==> src/rtl/ctu_clsp_clkgn_divctl_if.sv <==
// Change-request handshake between CTU control (master) and the 1-div
// clock-generator divider sequencer (slave).
interface ctu_clsp_clkgn_divctl_if;
  logic        chg_req;      // level, held by requester until chg_ack
  logic [14:0] chg_div_dec;  // requested divider decode
  logic        chg_ack;      // one-cycle completion pulse
  logic        chg_err;      // qualified by chg_ack
  logic        busy;         // sequencer not idle

  modport master (
    output chg_req,
    output chg_div_dec,
    input  chg_ack,
    input  chg_err,
    input  busy
  );

  modport slave (
    input  chg_req,
    input  chg_div_dec,
    output chg_ack,
    output chg_err,
    output busy
  );
endinterface

==> src/rtl/ctu_clsp_clkgn_divctl.sv <==
// Frequency-change sequencer for one CTU 1-div clock-generator divider.
// Accepts a divide-decode request, checks that each mux-select group is
// zero-or-one-hot, then walks the divider through stretch, init-load and
// edge alignment before returning a done/error handshake.
// Optional build macro CTU_DIVCTL_TIMEOUT_EN adds a WAIT_ALIGN watchdog that
// completes the change with an error after TMO_CYC cycles without alignment.
module ctu_clsp_clkgn_divctl #(
  parameter int unsigned STRETCH_CYC = 4,
  parameter int unsigned INIT_CYC    = 2,
  parameter int unsigned ALIGN_EDGES = 2,
  parameter logic [14:0] RST_DIV_DEC = 15'h0000,
  parameter int unsigned TMO_CYC     = 255
) (
  input  logic                          pll_clk,
  input  logic                          rst_l,
  ctu_clsp_clkgn_divctl_if.slave        ctl,
  input  logic                          align_edge,
  output logic [14:0]                   div_dec,
  output logic                          stretch_l,
  output logic                          init_l
);

  // Elaboration-time guard on the 8-bit counter ranges.
  if (STRETCH_CYC < 1 || STRETCH_CYC > 255 ||
      INIT_CYC    < 1 || INIT_CYC    > 255 ||
      ALIGN_EDGES < 1 || ALIGN_EDGES > 255 ||
      TMO_CYC     < 1 || TMO_CYC     > 255) begin : g_bad_param
    $error("ctu_clsp_clkgn_divctl: cycle parameters must lie in 1..255");
  end

  // Terminal counts: the counter holds (cycles already spent - 1) on the
  // cycle that completes a phase.
  localparam logic [7:0] STRETCH_LAST = 8'(STRETCH_CYC - 1);
  localparam logic [7:0] INIT_LAST    = 8'(INIT_CYC - 1);
  localparam logic [7:0] ALIGN_LAST   = 8'(ALIGN_EDGES - 1);
`ifdef CTU_DIVCTL_TIMEOUT_EN
  localparam logic [7:0] TMO_LAST     = 8'(TMO_CYC - 1);
`endif

  typedef enum logic [2:0] {
    ST_BOOT,
    ST_IDLE,
    ST_CHECK,
    ST_STRETCH,
    ST_LOAD,
    ST_WAIT_ALIGN,
    ST_DONE,
    ST_HOLD
  } state_e;

  state_e      state_q, state_d;
  logic [7:0]  cnt_q, cnt_d;
  logic [14:0] shadow_q, shadow_d;
  logic        err_q, err_d;
  logic [14:0] div_dec_q, div_dec_d;
  logic        stretch_l_q, stretch_l_d;
  logic        init_l_q, init_l_d;
  logic        chg_ack_q, chg_ack_d;
  logic        chg_err_q, chg_err_d;
  logic        busy_q, busy_d;
`ifdef CTU_DIVCTL_TIMEOUT_EN
  logic [7:0]  wdog_q, wdog_d;
`endif

  // A select group is acceptable when at most one bit is set.
  function automatic logic group_ok(input logic [3:0] g);
    return (g & (g - 4'd1)) == 4'd0;
  endfunction

  // Counters stick at all-ones instead of wrapping.
  function automatic logic [7:0] sat_inc(input logic [7:0] v);
    return (v == 8'hFF) ? v : v + 8'd1;
  endfunction

  logic shadow_legal;
  assign shadow_legal = group_ok({1'b0, shadow_q[11:9]}) &&
                        group_ok(shadow_q[4:1]) &&
                        group_ok(shadow_q[8:5]);

  // Next-state and next-output decode for the change sequence.
  always_comb begin
    // NOTE: every signal gets a default before the case so no path leaves it
    // unassigned and no latch is inferred.
    state_d     = state_q;
    cnt_d       = cnt_q;
    shadow_d    = shadow_q;
    err_d       = err_q;
    div_dec_d   = div_dec_q;
    stretch_l_d = stretch_l_q;
    init_l_d    = init_l_q;
    chg_ack_d   = 1'b0;
    chg_err_d   = 1'b0;
`ifdef CTU_DIVCTL_TIMEOUT_EN
    wdog_d      = wdog_q;
`endif

    case (state_q)
      ST_BOOT: begin
        if (cnt_q == INIT_LAST) begin
          init_l_d = 1'b1;
          cnt_d    = 8'd0;
          state_d  = ST_IDLE;
        end else begin
          cnt_d = sat_inc(cnt_q);
        end
      end

      ST_IDLE: begin
        if (ctl.chg_req) begin
          shadow_d = ctl.chg_div_dec;
          state_d  = ST_CHECK;
        end
      end

      ST_CHECK: begin
        if (shadow_legal) begin
          err_d       = 1'b0;
          stretch_l_d = 1'b0;
          cnt_d       = 8'd0;
          state_d     = ST_STRETCH;
        end else begin
          // Rejected: the divider outputs are left exactly as they were.
          err_d   = 1'b1;
          state_d = ST_DONE;
        end
      end

      ST_STRETCH: begin
        if (cnt_q == STRETCH_LAST) begin
          div_dec_d = shadow_q;
          init_l_d  = 1'b0;
          cnt_d     = 8'd0;
          state_d   = ST_LOAD;
        end else begin
          cnt_d = sat_inc(cnt_q);
        end
      end

      ST_LOAD: begin
        if (cnt_q == INIT_LAST) begin
          // Release init and stretch together so the divider restarts cleanly.
          init_l_d    = 1'b1;
          stretch_l_d = 1'b1;
          cnt_d       = 8'd0;
`ifdef CTU_DIVCTL_TIMEOUT_EN
          wdog_d      = 8'd0;
`endif
          state_d     = ST_WAIT_ALIGN;
        end else begin
          cnt_d = sat_inc(cnt_q);
        end
      end

      ST_WAIT_ALIGN: begin
        if (align_edge && (cnt_q == ALIGN_LAST)) begin
          // The final edge wins over a coincident watchdog expiry.
          err_d   = 1'b0;
          state_d = ST_DONE;
        end else begin
          if (align_edge) begin
            cnt_d = sat_inc(cnt_q);
          end
`ifdef CTU_DIVCTL_TIMEOUT_EN
          if (wdog_q == TMO_LAST) begin
            err_d   = 1'b1;
            state_d = ST_DONE;
          end else begin
            wdog_d = sat_inc(wdog_q);
          end
`endif
        end
      end

      ST_DONE: begin
        chg_ack_d = 1'b1;
        chg_err_d = err_q;
        state_d   = ST_HOLD;
      end

      ST_HOLD: begin
        // Requester must show chg_req low before another change is taken.
        if (!ctl.chg_req) begin
          state_d = ST_IDLE;
        end
      end

      default: begin
        state_d = ST_BOOT;
      end
    endcase

    busy_d = (state_d != ST_IDLE);
  end

  // State and registered-output update; reset restarts the boot init pulse.
  always_ff @(posedge pll_clk or negedge rst_l) begin
    if (!rst_l) begin
      state_q     <= ST_BOOT;
      cnt_q       <= 8'd0;
      shadow_q    <= 15'd0;
      err_q       <= 1'b0;
      div_dec_q   <= RST_DIV_DEC;
      stretch_l_q <= 1'b1;
      init_l_q    <= 1'b0;
      chg_ack_q   <= 1'b0;
      chg_err_q   <= 1'b0;
      busy_q      <= 1'b1;
`ifdef CTU_DIVCTL_TIMEOUT_EN
      wdog_q      <= 8'd0;
`endif
    end else begin
      // NOTE: non-blocking assignments make every register take its value
      // from pre-edge state, so statement order here never matters.
      state_q     <= state_d;
      cnt_q       <= cnt_d;
      shadow_q    <= shadow_d;
      err_q       <= err_d;
      div_dec_q   <= div_dec_d;
      stretch_l_q <= stretch_l_d;
      init_l_q    <= init_l_d;
      chg_ack_q   <= chg_ack_d;
      chg_err_q   <= chg_err_d;
      busy_q      <= busy_d;
`ifdef CTU_DIVCTL_TIMEOUT_EN
      wdog_q      <= wdog_d;
`endif
    end
  end

  assign div_dec     = div_dec_q;
  assign stretch_l   = stretch_l_q;
  assign init_l      = init_l_q;
  assign ctl.chg_ack = chg_ack_q;
  assign ctl.chg_err = chg_err_q;
  assign ctl.busy    = busy_q;

endmodule

==> src/flat_wrapper.sv <==
// flat-port wrapper written by rule: the top's interface ports become plain ports
module ctu_clsp_clkgn_divctl_flat 
#(
  parameter int unsigned STRETCH_CYC = 4,
  parameter int unsigned INIT_CYC    = 2,
  parameter int unsigned ALIGN_EDGES = 2,
  parameter logic [14:0] RST_DIV_DEC = 15'h0000,
  parameter int unsigned TMO_CYC     = 255
)
  (pll_clk, rst_l, align_edge, div_dec, stretch_l, init_l, ctl_chg_req, ctl_chg_div_dec, ctl_chg_ack, ctl_chg_err, ctl_busy);
  ctu_clsp_clkgn_divctl_if ctl_i ();
  input  logic pll_clk;
  input  logic rst_l;
  input  logic align_edge;
  output logic [14:0] div_dec;
  output logic stretch_l;
  output logic init_l;
  input wire logic [$bits(ctl_i.chg_req)-1:0] ctl_chg_req;
  input wire logic [$bits(ctl_i.chg_div_dec)-1:0] ctl_chg_div_dec;
  output wire logic [$bits(ctl_i.chg_ack)-1:0] ctl_chg_ack;
  output wire logic [$bits(ctl_i.chg_err)-1:0] ctl_chg_err;
  output wire logic [$bits(ctl_i.busy)-1:0] ctl_busy;
  assign ctl_i.chg_req = ctl_chg_req;
  assign ctl_i.chg_div_dec = ctl_chg_div_dec;
  assign ctl_chg_ack = ctl_i.chg_ack;
  assign ctl_chg_err = ctl_i.chg_err;
  assign ctl_busy = ctl_i.busy;
  ctu_clsp_clkgn_divctl #(.STRETCH_CYC(STRETCH_CYC), .INIT_CYC(INIT_CYC), .ALIGN_EDGES(ALIGN_EDGES), .RST_DIV_DEC(RST_DIV_DEC), .TMO_CYC(TMO_CYC)) u_core (.pll_clk(pll_clk), .rst_l(rst_l), .ctl(ctl_i), .align_edge(align_edge), .div_dec(div_dec), .stretch_l(stretch_l), .init_l(init_l));
endmodule
==> config.mk <==
export PLATFORM = sky130hd
export DESIGN_NAME = ctu_clsp_clkgn_divctl_flat
export DESIGN_NICKNAME = d
export VERILOG_FILES = /design/src/rtl/ctu_clsp_clkgn_divctl_if.sv /design/src/rtl/ctu_clsp_clkgn_divctl.sv /design/src/flat_wrapper.sv
export SDC_FILE = /design/constraint.sdc
export NUM_CORES = 1
export LEC_CHECK = 0
export CAP_MARGIN = 20
export CORE_UTILIZATION = 40
export DETAILED_ROUTE_END_ITERATION = 10
export HOLD_SLACK_MARGIN = 0.05
export PLACE_DENSITY_LB_ADDON = 0.25
export SLEW_MARGIN = 20
export SYNTH_ARGS = -nofsm -noshare
export SYNTH_HDL_FRONTEND = slang
export SYNTH_SLANG_ARGS = --single-unit
export TNS_END_PERCENT = 30
==> constraint.sdc <==
create_clock -name pll_clk -period 3.3 [get_ports pll_clk]
set_clock_uncertainty 0.1 [all_clocks]
set_input_delay 0.495 -clock pll_clk [delete_from_list [all_inputs] [get_ports pll_clk]]
set_output_delay 0.495 -clock pll_clk [all_outputs]
set_load 0.01 [all_outputs]
==> metrics.txt <==
status completed; fin. max-slew vios 0; WP data required 3.39 ns; Routed WL 4570 um; Post-Layout Cell Count 310; endpoints failing setup 0; register area 1180 um2; Critical Path Max Stage Delay 0.71 ns; nets@finish 258; CP cell instances nand3b_1 > nor2_2 > mux2_2; GRT Util Overall 16.6%; Clock Power Share 18.9%; CP Max Fanout 18; combinational share of power 41.3%; Synth warnings 0; overall die area 5990 um2; crit share post-route 69.5%; clk root buf clkbuf_8; CTS tree built; Worst setup EP type flip-flop; RSZ-0062 raised after global routing false; Residual DRC 0; Gate Count Post-Synth 198; M2 GR Usage 23.9%; WP data arrival 2.38 ns; DRT Pass-1 Iters 4; Worst-path clk slew 0.08 ns; synth cell count leaders dfrtp_1, mux2_2, nor2_1; Post-Syn Area 2270 um2; EDFF count, synth 0; total congestion overflow 0; # rows 27; largest net degree at the start of global routing 48; Via density 5.36; busiest grt layer met1; antenna viol nets, final 0; most common cell in the netlist dfrtp_1; Buffers on Ports 38; syn_nets 219; 1st-iter DRT viols 196; I/O pin total 39; top-area cell type share of the netlist area 49.6%; top post-synthesis cells by area dfrtp_1, mux2_2, dfstp_2, o21ai_0, nor2_1; largest area contributor in the netlist dfrtp_1; P_leak 1.20 nW; average cell area after synthesis 11.5 um2; Die Span Y 77.4 um; Sw Ratio 35.0%; pwr dens 921 nW/um2; Area Overhead vs Synth 25.1%; routing usage on met3 3.76%; WL/cell 14.7 um; Primary FF master, synth dfrtp_1; Switch Pwr 0.000915 W; CTS Hold Bufs 0; clock latency at the later pin of the worst-skew pair 0.30 ns; clk buf depth 2; vias in the first global route 1,603; total CTS buffers 5; Slew @ Worst Pin 0.784 ns; max-cap violation count 0; starting density of the core 41.3%; Worst path slowest cell dfrtp_1; FF-to-FF setup slack 1.01 ns; share of cells above drive strength 1 21.0%; footprint of the multi-input gates 1010 um2; GR Layer Usage met1 24.4%; DP HPWL 3170 um; cts repair resizes 0; Final Hold Fails 0; Die W 77.4 um; ant diodes 0; startpoint types flip-flop; HP Class input pin to asynchronous set/reset pin; asr flop ratio synth 100%; Filler Cell Count 515; critical path type flip-flop to flip-flop; fmax 436 MHz; sequential fraction of design power 39.9%; Int Pwr 0.00170 W; initial antenna violation count 0; Yosys cell types 46; first-pass GRT wire length 7770 um; RD Place Congestion 0.814; Max-Slew Margin vs Limit 47.7%; core area 5510 um2; flops & latches, synth 47; H-Tree Depth 2; register area share after synthesis 51.9%; setup TNS 0 ns; Clock Sinks 47; fin crit period 2.29 ns; postcts setup bufs 0; Max IR drop VDD 398 uV; Post-Place Cells 302; via count 1,662
[state kept, by name (all words and copies together) (netlist names)]
register and cells:
u_core.ctl.busy 1, u_core.err_q 1, u_core.shadow_q 15, u_core.div_dec 15, u_core.cnt_q 8, u_core.init_l 1, u_core.stretch_l 1, u_core.ctl.chg_err 1
u_core.state_q 3, u_core.ctl.chg_ack 1
[worst paths after layout]
kind                                     from                  to  cells past startpoint
min in group pll_clk       u_core.div_dec[13]  u_core.div_dec[13]                      1
max in group asynchronous               rst_l   u_core.div_dec[8]                      1
max reg2reg                 u_core.state_q[1]   u_core.div_dec[0]                      3
max                         u_core.state_q[1]   u_core.div_dec[0]                      3
min reg2reg                u_core.div_dec[13]  u_core.div_dec[13]                      1
min                                     rst_l     u_core.cnt_q[1]                      1
[metrics by stage]
step	total power [W]	utilization [%]	setup slack (ns)	cell area [um2]	hold slack, ns
floorplan	0.00174	-	1.34	2270	0.0994
global placement	0.00212	49.1	1.01	2710	0.375
detailed placement	0.00214	49.1	0.960	2710	0.387
CTS	0.00264	51.6	0.957	2840	0.309
global route	0.00280	51.6	0.850	2840	0.140
finish	0.00262	51.6	1.01	2840	0.101
[cell type report]
class / count / share of cell area, %
clock inverter: 2 / 2.11
inverter: 11 / 1.45
timing repair buffer: 40 / 13.8
multi-input combinational: 132 / 35.4
sequential: 47 / 41.5
clock buffer: 6 / 2.55
tap: 72 / 3.17
[kinds of logic after synthesis]
kind of cell	after synthesis	synth area share [%]
AO/OA/AOI/OAI	49	15.3
multiplexers	30	14.9
adder cells (fa/ha/maj)	2	1.10
AND/OR/NAND/NOR	51	12.7
flip-flops	47	51.9
buffers and inverters	19	4.24
[power groups by stage]
stage / combinational (W) / sequential, W / clock (W)
2_1_floorplan: 0.000738 / 0.00100 / 0
3_3_place_gp: 0.00107 / 0.00106 / 0
3_5_place_dp: 0.00108 / 0.00106 / 0
4_1_cts: 0.00109 / 0.00105 / 0.000505
5_1_grt: 0.00118 / 0.00109 / 0.000535
6_report: 0.00108 / 0.00104 / 0.000494
[critical path, delay by kind of cell, from the launching register on]
| kind | cells | cell delay [ns] |
|---|---|---|
| flip-flops | 1 | 0.71 |
| multiplexers | 1 | 0.41 |
| AND/OR/NAND/NOR | 2 | 0.96 |
[routing by layer]
| layer | part of all wire [%] | wire length, um |
|---|---|---|
| met4 | 1.1 | 51 |
| met1 | 47 | 2160 |
| met3 | 5.5 | 250 |
| met5 | 0 | 0 |
| met2 | 46 | 2110 |
[cells in the final DEF (no fill, tap or decap), drive strengths merged, types with 5 or more instances in the layout]
master | synthesis | layout
clkbuf | 3 | 6
mux2 | 30 | 30
nor3 | 5 | 5
nor2 | 14 | 14
inv | 11 | 11
dfrtp | 45 | 45
clkdlybuf4s50 | 0 | 37
a21oi | 5 | 5
o21ai | 10 | 10
nand2 | 10 | 10
a31oi | 7 | 7
No activity file was read; power rests on OpenSTA's default activity.
